## config.mk

```make
export PLATFORM = sky130hd
export DESIGN_NAME = tile_ram_arbiter_flat
export DESIGN_NICKNAME = d
export VERILOG_FILES = /design/src/rtl/tile_ram_arbiter_if.sv /design/src/rtl/tile_ram_arbiter.sv /design/src/flat_wrapper.sv
export SDC_FILE = /design/constraint.sdc
export NUM_CORES = 1
export LEC_CHECK = 0
export CAP_MARGIN = 5
export CORE_MARGIN = 1
export CORE_UTILIZATION = 60
export CTS_BUF_LIST = sky130_fd_sc_hd__clkbuf_4 sky130_fd_sc_hd__clkbuf_8 sky130_fd_sc_hd__clkbuf_16
export CTS_CLUSTER_SIZE = 12
export DETAILED_ROUTE_END_ITERATION = 10
export GPL_TIMING_DRIVEN = 0
export PLACE_DENSITY_LB_ADDON = 0.25
export SLEW_MARGIN = 30
export SYNTH_ARGS = -nofsm -noshare
export SYNTH_HDL_FRONTEND = slang
export SYNTH_SLANG_ARGS = --single-unit
```

## constraint.sdc

```tcl
create_clock -name clk -period 6.7 [get_ports clk]
set_clock_uncertainty 0.15 [all_clocks]
set_input_delay 1.34 -clock clk [delete_from_list [all_inputs] [get_ports clk]]
set_output_delay 1.34 -clock clk [all_outputs]
set_load 0.01 [all_outputs]
```

## src/rtl/tile_ram_arbiter_if.sv

```systemverilog
`default_nettype none
// ============================================================================
// Module   : tile_ram_arbiter_if
// Purpose  : Scan-position, write-request, tile-RAM and pixel-out bundle for
//            the tile RAM arbiter.
// Revision : 1.0 - initial release
// ============================================================================
interface tile_ram_arbiter_if;
    logic [9:0]  pixel_x;
    logic [9:0]  pixel_y;
    logic        vid_on;
    logic        wr_req;
    logic [17:0] wr_addr;
    logic [11:0] wr_data;
    logic        wr_ack;
    logic        fifo_full;
    logic        fifo_empty;
    logic        overflow;
    logic        ram_we;
    logic [17:0] ram_addr;
    logic [11:0] ram_wdata;
    logic [11:0] ram_rdata;
    logic [11:0] pix_data;
    logic        pix_valid;

    modport slave (
        input  pixel_x, pixel_y, vid_on, wr_req, wr_addr, wr_data, ram_rdata,
        output wr_ack, fifo_full, fifo_empty, overflow,
               ram_we, ram_addr, ram_wdata, pix_data, pix_valid
    );

    modport master (
        output pixel_x, pixel_y, vid_on, wr_req, wr_addr, wr_data, ram_rdata,
        input  wr_ack, fifo_full, fifo_empty, overflow,
               ram_we, ram_addr, ram_wdata, pix_data, pix_valid
    );
endinterface
`default_nettype wire

```

## src/rtl/tile_ram_arbiter.sv

```systemverilog
`default_nettype none
// ============================================================================
// Module   : tile_ram_arbiter
// Purpose  : Shares one tile RAM between the board scan-out and a FIFO of
//            game-logic writes; scan-out reads always win.
// Revision : 1.0 - initial release
// ============================================================================
module tile_ram_arbiter #(
    parameter int FIFO_DEPTH = 16,
    parameter int BOARD_TOP  = 100,
    parameter int BOARD_BOT  = 419
) (
    input  logic              clk,
    input  logic              rst,
    tile_ram_arbiter_if.slave bus
);

    localparam int                 c_PTR_W = $clog2(FIFO_DEPTH);
    localparam int                 c_CNT_W = c_PTR_W + 1;
    localparam logic [c_CNT_W-1:0] c_DEPTH = c_CNT_W'(FIFO_DEPTH);
    localparam logic [9:0]         c_TOP   = 10'(BOARD_TOP);
    localparam logic [9:0]         c_BOT   = 10'(BOARD_BOT);

    // Bit 1 of the state is the RAM write strobe, bit 0 marks a scan read.
    typedef enum logic [1:0] {
        S_IDLE  = 2'b00,
        S_READ  = 2'b01,
        S_WRITE = 2'b10
    } state_t;

    state_t r_state;
    state_t w_state_next;

    logic               w_vw;
    logic [17:0]        w_row;
    logic [17:0]        w_rd_addr;
    logic               w_push;
    logic               w_pop;
    logic [29:0]        w_head;
    logic [c_CNT_W-1:0] w_count_next;

    logic [29:0]        r_mem [FIFO_DEPTH];
    logic [c_PTR_W-1:0] r_wr_ptr;
    logic [c_PTR_W-1:0] r_rd_ptr;
    logic [c_CNT_W-1:0] r_count;
    logic               r_fifo_full;
    logic               r_fifo_empty;
    logic               r_overflow;
    logic               r_wr_ack;
    logic [17:0]        r_ram_addr;
    logic [11:0]        r_ram_wdata;
    logic               r_vw_d2;
    logic               r_pix_valid;
    logic [11:0]        r_pix_data;

    assign w_vw      = bus.vid_on && (bus.pixel_y >= c_TOP) && (bus.pixel_y <= c_BOT);
    assign w_row     = 18'(bus.pixel_y) - 18'(c_TOP);
    assign w_rd_addr = (w_row * 18'd640) + 18'(bus.pixel_x);

    // Full is the registered flag, so a push at full is refused even if a pop happens.
    assign w_push = bus.wr_req && !r_fifo_full;
    assign w_pop  = (w_state_next == S_WRITE);
    assign w_head = r_mem[r_rd_ptr];

    always_comb begin
        w_state_next = S_IDLE;
        if (w_vw) begin
            w_state_next = S_READ;
        end else if (!r_fifo_empty) begin
            w_state_next = S_WRITE;
        end
    end

    always_ff @(posedge clk) begin
        if (rst) begin
            r_state <= S_IDLE;
        end else begin
            r_state <= w_state_next;
        end
    end

    always_comb begin
        w_count_next = r_count;
        case ({w_push, w_pop})
            2'b10:   w_count_next = r_count + c_CNT_W'(1);
            2'b01:   w_count_next = r_count - c_CNT_W'(1);
            default: w_count_next = r_count;
        endcase
    end

    always_ff @(posedge clk) begin
        if (w_push) begin
            r_mem[r_wr_ptr] <= {bus.wr_addr, bus.wr_data};
        end
    end

    always_ff @(posedge clk) begin
        if (rst) begin
            r_wr_ptr     <= '0;
            r_rd_ptr     <= '0;
            r_count      <= '0;
            r_fifo_full  <= 1'b0;
            r_fifo_empty <= 1'b1;
            r_overflow   <= 1'b0;
            r_wr_ack     <= 1'b0;
        end else begin
            if (w_push) begin
                r_wr_ptr <= r_wr_ptr + c_PTR_W'(1);
            end
            if (w_pop) begin
                r_rd_ptr <= r_rd_ptr + c_PTR_W'(1);
            end
            r_count      <= w_count_next;
            r_fifo_full  <= (w_count_next == c_DEPTH);
            r_fifo_empty <= (w_count_next == '0);
            r_wr_ack     <= w_push;
            if (bus.wr_req && r_fifo_full) begin
                r_overflow <= 1'b1;
            end
        end
    end

    // RAM port: idle cycles leave address and data parked on the last value.
    always_ff @(posedge clk) begin
        if (rst) begin
            r_ram_addr  <= '0;
            r_ram_wdata <= '0;
        end else if (w_state_next == S_READ) begin
            r_ram_addr <= w_rd_addr;
        end else if (w_state_next == S_WRITE) begin
            r_ram_addr  <= w_head[29:12];
            r_ram_wdata <= w_head[11:0];
        end
    end

    // A READ state at n+1 means VW at n; RAM data for it arrives at n+2.
    always_ff @(posedge clk) begin
        if (rst) begin
            r_vw_d2     <= 1'b0;
            r_pix_valid <= 1'b0;
            r_pix_data  <= '0;
        end else begin
            r_vw_d2     <= (r_state == S_READ);
            r_pix_valid <= r_vw_d2;
            r_pix_data  <= r_vw_d2 ? bus.ram_rdata : 12'h000;
        end
    end

    assign bus.ram_we     = (r_state == S_WRITE);
    assign bus.ram_addr   = r_ram_addr;
    assign bus.ram_wdata  = r_ram_wdata;
    assign bus.wr_ack     = r_wr_ack;
    assign bus.fifo_full  = r_fifo_full;
    assign bus.fifo_empty = r_fifo_empty;
    assign bus.overflow   = r_overflow;
    assign bus.pix_valid  = r_pix_valid;
    assign bus.pix_data   = r_pix_data;

endmodule
`default_nettype wire

```

## src/flat_wrapper.sv

```systemverilog
// flat-port wrapper written by rule: the top's interface ports become plain ports
module tile_ram_arbiter_flat 
#(
    parameter int FIFO_DEPTH = 16,
    parameter int BOARD_TOP  = 100,
    parameter int BOARD_BOT  = 419
)
  (clk, rst, bus_pixel_x, bus_pixel_y, bus_vid_on, bus_wr_req, bus_wr_addr, bus_wr_data, bus_ram_rdata, bus_wr_ack, bus_fifo_full, bus_fifo_empty, bus_overflow, bus_ram_we, bus_ram_addr, bus_ram_wdata, bus_pix_data, bus_pix_valid);
  tile_ram_arbiter_if bus_i ();
  input  logic clk;
  input  logic rst;
  input wire logic [$bits(bus_i.pixel_x)-1:0] bus_pixel_x;
  input wire logic [$bits(bus_i.pixel_y)-1:0] bus_pixel_y;
  input wire logic [$bits(bus_i.vid_on)-1:0] bus_vid_on;
  input wire logic [$bits(bus_i.wr_req)-1:0] bus_wr_req;
  input wire logic [$bits(bus_i.wr_addr)-1:0] bus_wr_addr;
  input wire logic [$bits(bus_i.wr_data)-1:0] bus_wr_data;
  input wire logic [$bits(bus_i.ram_rdata)-1:0] bus_ram_rdata;
  output wire logic [$bits(bus_i.wr_ack)-1:0] bus_wr_ack;
  output wire logic [$bits(bus_i.fifo_full)-1:0] bus_fifo_full;
  output wire logic [$bits(bus_i.fifo_empty)-1:0] bus_fifo_empty;
  output wire logic [$bits(bus_i.overflow)-1:0] bus_overflow;
  output wire logic [$bits(bus_i.ram_we)-1:0] bus_ram_we;
  output wire logic [$bits(bus_i.ram_addr)-1:0] bus_ram_addr;
  output wire logic [$bits(bus_i.ram_wdata)-1:0] bus_ram_wdata;
  output wire logic [$bits(bus_i.pix_data)-1:0] bus_pix_data;
  output wire logic [$bits(bus_i.pix_valid)-1:0] bus_pix_valid;
  assign bus_i.pixel_x = bus_pixel_x;
  assign bus_i.pixel_y = bus_pixel_y;
  assign bus_i.vid_on = bus_vid_on;
  assign bus_i.wr_req = bus_wr_req;
  assign bus_i.wr_addr = bus_wr_addr;
  assign bus_i.wr_data = bus_wr_data;
  assign bus_i.ram_rdata = bus_ram_rdata;
  assign bus_wr_ack = bus_i.wr_ack;
  assign bus_fifo_full = bus_i.fifo_full;
  assign bus_fifo_empty = bus_i.fifo_empty;
  assign bus_overflow = bus_i.overflow;
  assign bus_ram_we = bus_i.ram_we;
  assign bus_ram_addr = bus_i.ram_addr;
  assign bus_ram_wdata = bus_i.ram_wdata;
  assign bus_pix_data = bus_i.pix_data;
  assign bus_pix_valid = bus_i.pix_valid;
  tile_ram_arbiter #(.FIFO_DEPTH(FIFO_DEPTH), .BOARD_TOP(BOARD_TOP), .BOARD_BOT(BOARD_BOT)) u_core (.clk(clk), .rst(rst), .bus(bus_i));
endmodule
```

==> impl_metrics.csv, run 1 <==
group,metric,value,unit
sta,finalHoldViolCount,0,
placed_design,pre_cts_ws,973,ps
clocking,clkLatencyLatePin,600,ps
cells_and_area,utilization,0.742,
logic_synthesis,syn_area,0.0214,mm²
die,rows,68,
sta,slew_violations,0,
sta,rsz0062_at_grt,"false",
global_routing,grt_pass1_wl,74.9,mm
global_routing,antenna_found_initial,1,
clocking,cts_buffers,54,
power_and_ir_drop,power,8.98,mW
cells_and_area,fillers,1916,
cells_and_area,final_cells,1796,
detailed_routing,wl_per_cell,28.2,µm
clocking,clk_pin_slew,60,ps
sta,slew_headroom,0.361,
sta,final-setup-viol-count,0,
global_routing,grt_max_degree,18,
placed_design,portBuffers,112,
power_and_ir_drop,p_leak,8.39,nW
detailed_routing,drtPass1Iterations,5,
power_and_ir_drop,vdd_drop_max,0.264,mV
critical_path,cp_num_buf_inv,6,
die,pin_count,114,
sta,worst_pin_slew,958,ps
die,coreArea,0.0348,mm²
clocking,cts_tree,"done",
logic_synthesis,syn_nets,1178,
cells_and_area,final_nets,1392,
critical_path,cp_slowest_cell,"clkdlybuf4s50_1",
logic_synthesis,syn_inst,1081,
critical_path,startpoint_type,"input port",
global_routing,grt_pass1_vias,11900,
clocking,ctsHtreeMaxLevel,2,
detailed_routing,first_iter_violations,1253,
sta,period_minus_slack,5190,ps
logic_synthesis,yosys_warnings,0,
die,chipHeight,191,µm
logic_synthesis,avgSynthCellArea,19.8,µm²
detailed_routing,postRouteAntennaNets,0,
placed_design,place.detailed.hpwl,33.4,mm
logic_synthesis,ys_types,41,
die,die_w,191,µm
logic_synthesis,synth_edf_count,480,
clocking,cts_resized,0,
logic_synthesis,synth.yosys.seq_area_share,0.736,
worst_hold_path,hold_path.class,"register to register",
cells_and_area,area_growth,20.5,%
sta,setup_ws,1510,ps
critical_path,rrSetupSlack,3160,ps
cells_and_area,layout-drive-gt1-share,0.247,
clocking,cts_setup_buffers,0,
critical_path,worstPathMaxFanout,11,
critical_path,worstPathCellList,"clkdlybuf4s50_1 -> inv_1 -> ha_1 -> or3b_1 -> a21oi_1 -> nor3_1 -> or4_1 -> buf_4 -> nand2_8 -> inv_4 -> buf_2 -> ha_1 -> clkbuf_1 -> xor2_1 -> ha_1 -> nor2b_1 -> a22oi_1 -> o32a_1 -> nor2_1 -> xnor2_1 -> nor2_1 -> a21oi_1",
critical_path,cp_common_cell,"ha_1",
critical_path,worstSetupPathType,"input port to register",
critical_path,cp_data_arrival_time,5570,ps
detailed_routing,vias_per_cell,6.44,
clocking,cts_num_sinks,547,
run_status,status,"finished, final reports clean",
global_routing,grt-ovfl-total,0,
critical_path,endpoint_kind,"register",
power_and_ir_drop,p_per_area,348,mW/mm²
global_routing,grtUsageTotal,0.290,
clocking,root_buffer,"clkbuf_16",
critical_path,cp_top_family,"simple AND/OR/NAND/NOR gates",
sta,setup_tns,0,ps
detailed_routing,routed_wl,50.7,mm
placed_design,place_inst,1694,
logic_synthesis,synthArstFlopShare,0,
run,max-cap-violations,0,
sta,min_period_over_period,0.775,
logic_synthesis,synth-seq-cells,547,
die,dieArea,0.0365,mm²
placed_design,place_congestion,0.800,
detailed_routing,vias,11600,
clocking,cts_hold_buffers,0,
clocking,ctsLongestPathBuffers,3,
logic_synthesis,yosys_most_used_dff,"edfxtp_1",
sta,max_freq,193,MHz
critical_path,cpPeakStageDelay,420,ps
die,start_util,0.615,
detailed_routing,drc,0,
critical_path,crit_required,7080,ps
layout by cell type (no fill, tap or decap), types with 17 or more instances in the layout:
| master | Yosys | layout |
|---|---|---|
| edfxtp_1 | 480 | 480 |
| mux4_2 | 141 | 141 |
| clkdlybuf4s50_1 | 0 | 112 |
| dfxtp_1 | 67 | 67 |
| clkbuf_16 | 0 | 54 |
| nand2_1 | 47 | 47 |
| a21oi_1 | 38 | 38 |
| clkbuf_1 | 34 | 34 |
| nor2_1 | 44 | 32 |
| buf_4 | 11 | 32 |
| clkbuf_4 | 0 | 30 |
| ha_1 | 29 | 29 |
| a211oi_1 | 24 | 24 |
| buf_16 | 0 | 21 |
| xnor2_1 | 17 | 17 |
flip-flops by register name (all words and copies together), names as in the netlist, named ones only:
register	count
u_core.bus.fifo_full	1
u_core.bus.ram_wdata	12
u_core.bus.overflow	1
u_core.bus.ram_addr	18
u_core.r_rd_ptr	4
u_core.bus.pix_data	12
u_core.r_state	2
u_core.bus.pix_valid	1
u_core.r_count	5
u_core.r_wr_ptr	4
u_core.r_mem	480
u_core.r_vw_d2	1
u_core.bus.fifo_empty	1
u_core.bus.wr_ack	1
final cells by class:
cell class                 instances  area [µm²]  area share
buffer                            58         282      0.0109
clock inverter                     7        80.1     0.00310
tap                              455         569      0.0221
clock buffer                      94        1710      0.0664
inverter                          14        55.1     0.00213
sequential                       547       15800       0.610
antenna                            1        2.50   0.0000970
timing repair buffer             158        1910      0.0742
multi-input combinational        462        5440       0.211
cell usage after synthesis (2+ instances only):
cell	number	area, µm²
a211oi_1	24	180
a21o_1	3	22.5
a21oi_1	38	190
a221oi_1	8	70.1
a31oi_1	4	25.0
and2_1	12	75.1
buf_2	12	60.1
buf_4	11	82.6
clkbuf_1	34	128
dfxtp_1	67	1340
edfxtp_1	480	14400
fa_1	2	40.0
ha_1	29	363
inv_1	13	48.8
mux2_2	2	22.5
mux2i_1	14	140
mux4_2	141	3180
nand2_1	47	176
nand2b_1	3	18.8
nand3_1	4	20.0
nand4_1	3	18.8
nor2_1	44	165
nor2b_1	15	93.8
nor3_1	15	75.1
nor3b_1	3	22.5
o211ai_1	3	22.5
o21ai_0	5	25.0
xnor2_1	17	149
xor2_1	16	140
layer usage:
metal / vias to the layer above / wire length (µm) / share of wire / track usage
li1: 4803 / - / - / -
met1: 5989 / 20100 / 0.40 / 0.405
met2: 631 / 24400 / 0.48 / 0.460
met3: 135 / 4490 / 0.089 / 0.0606
met4: 0 / 1740 / 0.034 / 0.105
met5: - / 0 / 0 / 0
worst min-delay path, delay by kind of cell (launching register included):
family | cells | cell delay, ps
AOI/OAI and AO/OA | 1 | 50
DFF | 1 | 310
and+or+nand+nor | 1 | 50
report_power, final:
group          total (mW)  switching (mW)  internal [mW]
logic                2.00            1.02          0.983
registers            3.98          0.0959           3.88
clock network        3.00            1.22           1.77
total                8.98            2.34           6.64
through the flow:
stage / hold WS, ps / cell area [µm²]
after global routing: 327 / 25800
after detailed placement: 299 / 24000
after global placement: 296 / 23100
after CTS: 310 / 25800
final: 311 / 25800
after floorplan: 238 / 21400
path summary, 6_finish.rpt:
kind,depth (start not counted),end,from
max,22,u_core.bus.fifo_empty,bus_pixel_y[3]
min,2,u_core.bus.ram_wdata[2],u_core.bus.ram_wdata[2]
max reg2reg,15,u_core.bus.fifo_empty,u_core.bus.fifo_empty
min reg2reg,2,u_core.bus.ram_wdata[2],u_core.bus.ram_wdata[2]
cells by family after synthesis:
family                   count (synthesis)  synth area share
flip-flops                             547             0.736
multiplexers                           157             0.156
AND/OR/NAND/NOR                        151            0.0334
AO/OA/AOI/OAI                           90            0.0271
buffers and inverters                   72            0.0157
XOR/XNOR                                33            0.0135
adder cells (fa/ha/maj)                 31            0.0188
No activity file was read; power rests on OpenSTA's default activity.
==> inputs of run 2 (changes only) <==
==> constraint.sdc (replaced) <==
create_clock -name clk -period 5 [get_ports clk]
set_clock_uncertainty 0.15 [all_clocks]
set_input_delay 1 -clock clk [delete_from_list [all_inputs] [get_ports clk]]
set_output_delay 1 -clock clk [all_outputs]
set_load 0.01 [all_outputs]
==> run 2 against run 1 <==
- sequential power grew 34%
- wire length is 0.18% higher
- non-clock buffer count down 2
- critical path type unchanged
- critical endpoint unchanged
- flip-flop and latch count unchanged
==> impl_metrics.csv, run 2 (same netlist as run 1, synthesis figures left out) <==
group,metric,value,unit
placed_design,pre_cts_ws,-387,ps
clocking,ctsHtreeMaxLevel,2,
clocking,cts_buffers,54,
power_and_ir_drop,p_seq_frac,0.443,
sta,worst_pin_slew,983,ps
critical_path,endpoint_kind,"register",
die,die_w,191,µm
clocking,root_buffer,"clkbuf_16",
run_status,status,"finished, final reports clean",
sta,setup_tns,0,ps
sta,max_freq,220,MHz
power_and_ir_drop,p_per_area,466,mW/mm²
die,dieArea,0.0365,mm²
cells_and_area,layout_commonest_cell,"edfxtp_1",
placed_design,place_congestion,0.800,
clocking,ctsLongestPathBuffers,3,
placed_design,placed_cell_area,0.0240,mm²
cells_and_area,final_nets,1390,
detailed_routing,drtPass1Iterations,5,
power_and_ir_drop,power.internal,8.89,mW
power_and_ir_drop,vdd_drop_max,0.353,mV
die,start_util,0.615,
sta,slew_headroom,0.345,
placed_design,place_inst,1694,
detailed_routing,vias,11600,
global_routing,grt_max_degree,18,
worst_hold_path,hold_path.class,"register to register",
cells_and_area,finalInstanceArea,0.0258,mm²
power_and_ir_drop,p_leak,8.38,nW
global_routing,grtUsageTotal,0.290,
clocking,clkLatencyLatePin,600,ps
global_routing,grt_pass1_wl,74.9,mm
detailed_routing,routed_wl,50.8,mm
sta,min_period_over_period,0.911,
critical_path,cpPeakStageDelay,420,ps
detailed_routing,vias_per_cell,6.48,
die,coreArea,0.0348,mm²
detailed_routing,wl_per_cell,28.3,µm
critical_path,cp_data_arrival_time,4930,ps
critical_path,worstPathMaxFanout,18,
die,pin_count,114,
power_and_ir_drop,swShare,0.260,
placed_design,place.detailed.hpwl,33.4,mm
cells_and_area,regMostFlops,"u_core.r_mem",
clocking,cts_tree,"done",
cells_and_area,area_growth,20.5,%
sta,final-setup-viol-count,0,
power_and_ir_drop,p_switching,3.13,mW
critical_path,cp_slowest_cell,"clkdlybuf4s50_1",
placed_design,portBuffers,112,
critical_path,cp_common_cell,"ha_1",
clocking,clk_pin_slew,60,ps
sta,setup_ws,447,ps
global_routing,antenna_found_initial,1,
cells_and_area,fillers,1918,
clocking,cts_setup_buffers,0,
power_and_ir_drop,pwr-share-clk,0.334,
cells_and_area,utilization,0.741,
sta,period_minus_slack,4550,ps
power_and_ir_drop,power,12.0,mW
detailed_routing,postRouteAntennaNets,0,
cells_and_area,layout-drive-gt1-share,0.247,
detailed_routing,drc,0,
global_routing,grt-ovfl-total,0,
sta,fin_hold_ws,311,ps
cells_and_area,largest_reg_flops,480,
critical_path,crit_required,5370,ps
power_and_ir_drop,pwr-share-comb,0.222,
critical_path,worstSetupPathType,"input port to register",
detailed_routing,first_iter_violations,1073,
die,rows,68,
global_routing,grt_pass1_vias,11900,
critical_path,worstPathCellList,"clkdlybuf4s50_1 -> inv_1 -> ha_1 -> or3b_1 -> a21oi_1 -> nor3_1 -> or4_1 -> buf_4 -> nand2_8 -> inv_4 -> ha_1 -> xor2_1 -> ha_1 -> nor2b_1 -> a22oi_1 -> o32a_1 -> nor2_1 -> xnor2_1 -> nor2_1 -> a21oi_1",
sta,rsz0062_at_grt,"false",
sta,slew_violations,0,
run,max-cap-violations,0,
die,chipHeight,191,µm
sta,finalHoldViolCount,0,
cells_and_area,final_cell_mix,"edfxtp_1 (480), mux4_2 (141), clkdlybuf4s50_1 (112)",
clocking,cts_num_sinks,547,
critical_path,startpoint_type,"input port",
cells_and_area,final_cells,1794,
[run 2: changes by cell type in the layout (fill, tap and decap cells not counted)]
cell / change
buf_2: -1
clkbuf_1: -1
[run 2: worst max-delay path, delay by kind of cell]
kind	cells	cell delay (ps)
AOI/OAI and AO/OA	4	670
xor gates and xnor gates	2	360
adders and majority gates	3	660
buffers and inverters	4	880
and+or+nand+nor	7	1330
[run 2: worst paths after layout]
path | startpoint | cells after the start | endpoint | slack [ps]
worst max register to register | u_core.bus.fifo_empty | 13 | u_core.bus.fifo_empty | 1830
worst max-delay path | bus_pixel_y[3] | 20 | u_core.bus.fifo_empty | 450
worst min register to register | u_core.bus.ram_wdata[2] | 2 | u_core.bus.ram_wdata[2] | 310
worst min-delay path | u_core.bus.ram_wdata[2] | 2 | u_core.bus.ram_wdata[2] | 310
[run 2: repair_timing]
item,in CTS,in global routing
gates resized for setup,0,0
endpoints found under the setup margin,0,3
hold buffers,0,0
[run 2: area by class of cell]
type                            count  area (µm²)  share of cell area
Timing Repair Buffer              158        1910              0.0742
Multi-Input combinational cell    462        5440               0.211
Sequential cell                   547       15800               0.611
Clock inverter                      7        80.1             0.00310
Tap cell                          455         569              0.0221
Buffer                             56         273              0.0106
Inverter                           14        55.1             0.00213
Clock buffer                       94        1710              0.0664
Antenna cell                        1        2.50           0.0000970
[run 2: per-layer routing]
layer	share of wire	GRT usage	routed length, µm	vias up
met5	0	0	0	-
met4	0.036	0.105	1820	0
met3	0.092	0.0606	4650	143
met2	0.48	0.460	24300	694
met1	0.39	0.405	20000	5997
li1	-	-	-	4789
[run 2: power groups by stage]
stage	combinational (mW)	clock (mW)	sequential, mW
6_report	2.67	4.02	5.33
5_1_grt	2.87	4.23	5.34
4_1_cts	2.71	4.06	5.32
3_5_place_dp	2.67	0	5.42
3_3_place_gp	2.56	0	5.42
2_1_floorplan	1.75	0	5.42
==> inputs of run 3 (changes only) <==
--- a/config.mk
+++ b/config.mk
@@ -9,9 +9,11 @@
 export CORE_MARGIN = 1
 export CORE_UTILIZATION = 60
 export CTS_BUF_LIST = sky130_fd_sc_hd__clkbuf_4 sky130_fd_sc_hd__clkbuf_8 sky130_fd_sc_hd__clkbuf_16
+export CTS_CLUSTER_DIAMETER = 50
 export CTS_CLUSTER_SIZE = 12
 export DETAILED_ROUTE_END_ITERATION = 10
 export GPL_TIMING_DRIVEN = 0
+export MAX_ROUTING_LAYER = met4
 export PLACE_DENSITY_LB_ADDON = 0.25
 export SLEW_MARGIN = 30
 export SYNTH_ARGS = -nofsm -noshare
==> run 3 against run 2 <==
- sequential share of layout area is 0.14 points higher
- highest routed layer unchanged
- wire length grew 0.31%
- first-iteration DRC count rose by 0.84%
- count of clock-buffer cells in the layout decreased by 1
- total power down 0.93%
- flip-flop and latch count unchanged
- via count down 1.0%
- setup slack got worse by 52 ps
==> impl_metrics.csv, run 3 (same netlist as run 1, synthesis figures left out) <==
group,metric,value,unit
run_status,status,"finished, final reports clean",
cells_and_area,finalInstanceArea,0.0257,mm²
cells_and_area,layout-drive-gt1-share,0.247,
power_and_ir_drop,p_per_area,463,mW/mm²
power_and_ir_drop,p_leak,8.36,nW
sta,slew_violations,0,
sta,finalHoldViolCount,0,
die,rows,68,
sta,slew_headroom,0.354,
clocking,clk_pin_slew,60,ps
clocking,clkLatencyLatePin,570,ps
sta,rsz0062_at_grt,"false",
cells_and_area,final_cells,1797,
cells_and_area,regMostFlops,"u_core.r_mem",
critical_path,cp_data_arrival_time,4960,ps
critical_path,endpoint,"u_core.bus.fifo_empty",
cells_and_area,final_cell_mix,"edfxtp_1 (480), mux4_2 (141), clkdlybuf4s50_1 (112)",
die,chipHeight,191,µm
die,dieArea,0.0365,mm²
critical_path,startpoint,"bus_pixel_y[3]",
sta,setup_ws,395,ps
detailed_routing,routed_wl,50.9,mm
critical_path,r2r-end,"u_core.bus.fifo_empty",
sta,min_period_over_period,0.921,
die,coreArea,0.0348,mm²
critical_path,rrSetupSlack,1820,ps
placed_design,pre_cts_ws,-387,ps
detailed_routing,drc,0,
critical_path,reg2reg_from,"u_core.bus.fifo_empty",
worst_hold_path,hold_path.class,"register to register",
cells_and_area,final_nets,1389,
critical_path,endpoint_kind,"register",
sta,final-setup-viol-count,0,
global_routing,grtUsageTotal,0.299,
detailed_routing,vias_per_cell,6.40,
die,die_w,191,µm
die,start_util,0.615,
placed_design,portBuffers,112,
sta,fin_hold_ws,310,ps
detailed_routing,wl_per_cell,28.3,µm
detailed_routing,drtPass1Iterations,5,
detailed_routing,vias,11500,
global_routing,grt-ovfl-total,0,
critical_path,reg2reg_depth,13,
cells_and_area,largest_reg_flops,480,
detailed_routing,first_iter_violations,1082,
detailed_routing,postRouteAntennaNets,0,
cells_and_area,fillers,1939,
placed_design,place_congestion,0.811,
placed_design,place.detailed.hpwl,33.4,mm
critical_path,worstPathMaxFanout,18,
cells_and_area,area_growth,20.2,%
power_and_ir_drop,vdd_drop_max,0.406,mV
global_routing,grt_pass1_wl,74.9,mm
clocking,cts_buffers,53,
placed_design,place_inst,1694,
clocking,root_buffer,"clkbuf_16",
critical_path,startpoint_type,"input port",
clocking,ctsHtreeMaxLevel,2,
critical_path,worstSetupPathType,"input port to register",
sta,period_minus_slack,4610,ps
sta,worst_pin_slew,970,ps
die,pin_count,114,
placed_design,placed_cell_area,0.0240,mm²
cells_and_area,layout_commonest_cell,"edfxtp_1",
run,max-cap-violations,0,
clocking,cts_tree,"done",
critical_path,crit_required,5350,ps
clocking,cts_hold_buffers,0,
sta,max_freq,217,MHz
global_routing,grt_max_degree,18,
global_routing,antenna_found_initial,5,
clocking,cts_num_sinks,547,
clocking,ctsLongestPathBuffers,3,
global_routing,grt_pass1_vias,11900,
run 3: cell types whose count changed in the layout (fill, tap and decap cells not counted):
cell	change
bufinv_16	-1
clkbuf_4	+8
clkbuf_8	-9
clkinv_1	-1
clkinv_16	+1
clkinv_2	+2
clkinv_8	-1
clkinvlp_4	-1
diode_2	+4
inv_8	+1
run 3: area by class of cell:
| type | count | area, µm² | share of cell area |
|---|---|---|---|
| Clock buffer | 93 | 1650 | 0.0641 |
| Antenna cell | 5 | 12.5 | 0.000486 |
| Sequential cell | 547 | 15800 | 0.612 |
| Buffer | 56 | 273 | 0.0106 |
| Tap cell | 455 | 569 | 0.0221 |
| Clock inverter | 7 | 73.8 | 0.00287 |
| Multi-Input combinational cell | 462 | 5440 | 0.211 |
| Timing Repair Buffer | 158 | 1910 | 0.0744 |
| Inverter | 14 | 55.1 | 0.00214 |
run 3: worst min path at each step:
stage                              from                        to  slack, ps  cells past startpoint
2_1_floorplan         u_core.r_state[1]            u_core.r_vw_d2        240                      1
3_3_place_gp    u_core.bus.ram_wdata[5]   u_core.bus.ram_wdata[5]        300                      2
3_5_place_dp   u_core.bus.ram_wdata[10]  u_core.bus.ram_wdata[10]        300                      2
4_1_cts        u_core.bus.ram_wdata[10]  u_core.bus.ram_wdata[10]        310                      2
5_1_grt         u_core.bus.ram_wdata[5]   u_core.bus.ram_wdata[5]        330                      2
6_report       u_core.bus.ram_wdata[10]  u_core.bus.ram_wdata[10]        310                      2
run 3: stage by stage:
step / total power [mW] / setup TNS [ps] / util
after floorplan: 7.17 / 0 / -
after global routing: 12.3 / 0 / 0.740
after CTS: 12.0 / 0 / 0.740
after global placement: 7.98 / -497470 / 0.664
final: 11.9 / 0 / 0.740
after detailed placement: 8.09 / -1150 / 0.690
run 3: timing repair:
item / in CTS / in global routing
resized for setup: 0 / 0
setup buffers: 0 / 0
endpoints found under the setup margin: 0 / 3
run 3: critical path: stages:
cell and delay [ps]:
clkdlybuf4s50_1 420, inv_1 120, ha_1 140, or3b_1 350, a21oi_1 150, nor3_1 70
or4_1 420, buf_4 200, nand2_8 120, inv_4 130, ha_1 320, xor2_1 200
ha_1 210, nor2b_1 190, a22oi_1 120, o32a_1 300, nor2_1 110, xnor2_1 160
nor2_1 80, a21oi_1 130
run 3: power by group:
| group | switching (mW) | internal (mW) |
|---|---|---|
| Clock | 1.64 | 2.26 |
| Combinational | 1.38 | 1.32 |
| Sequential | 0.125 | 5.20 |
| Total | 3.14 | 8.77 |
run 3: metal layers:
metal | share of wire | GRT usage
met1 | 0.39 | 0.401
met3 | 0.090 | 0.0576
met2 | 0.49 | 0.467
met4 | 0.031 | 0.102
met5 | 0 | -
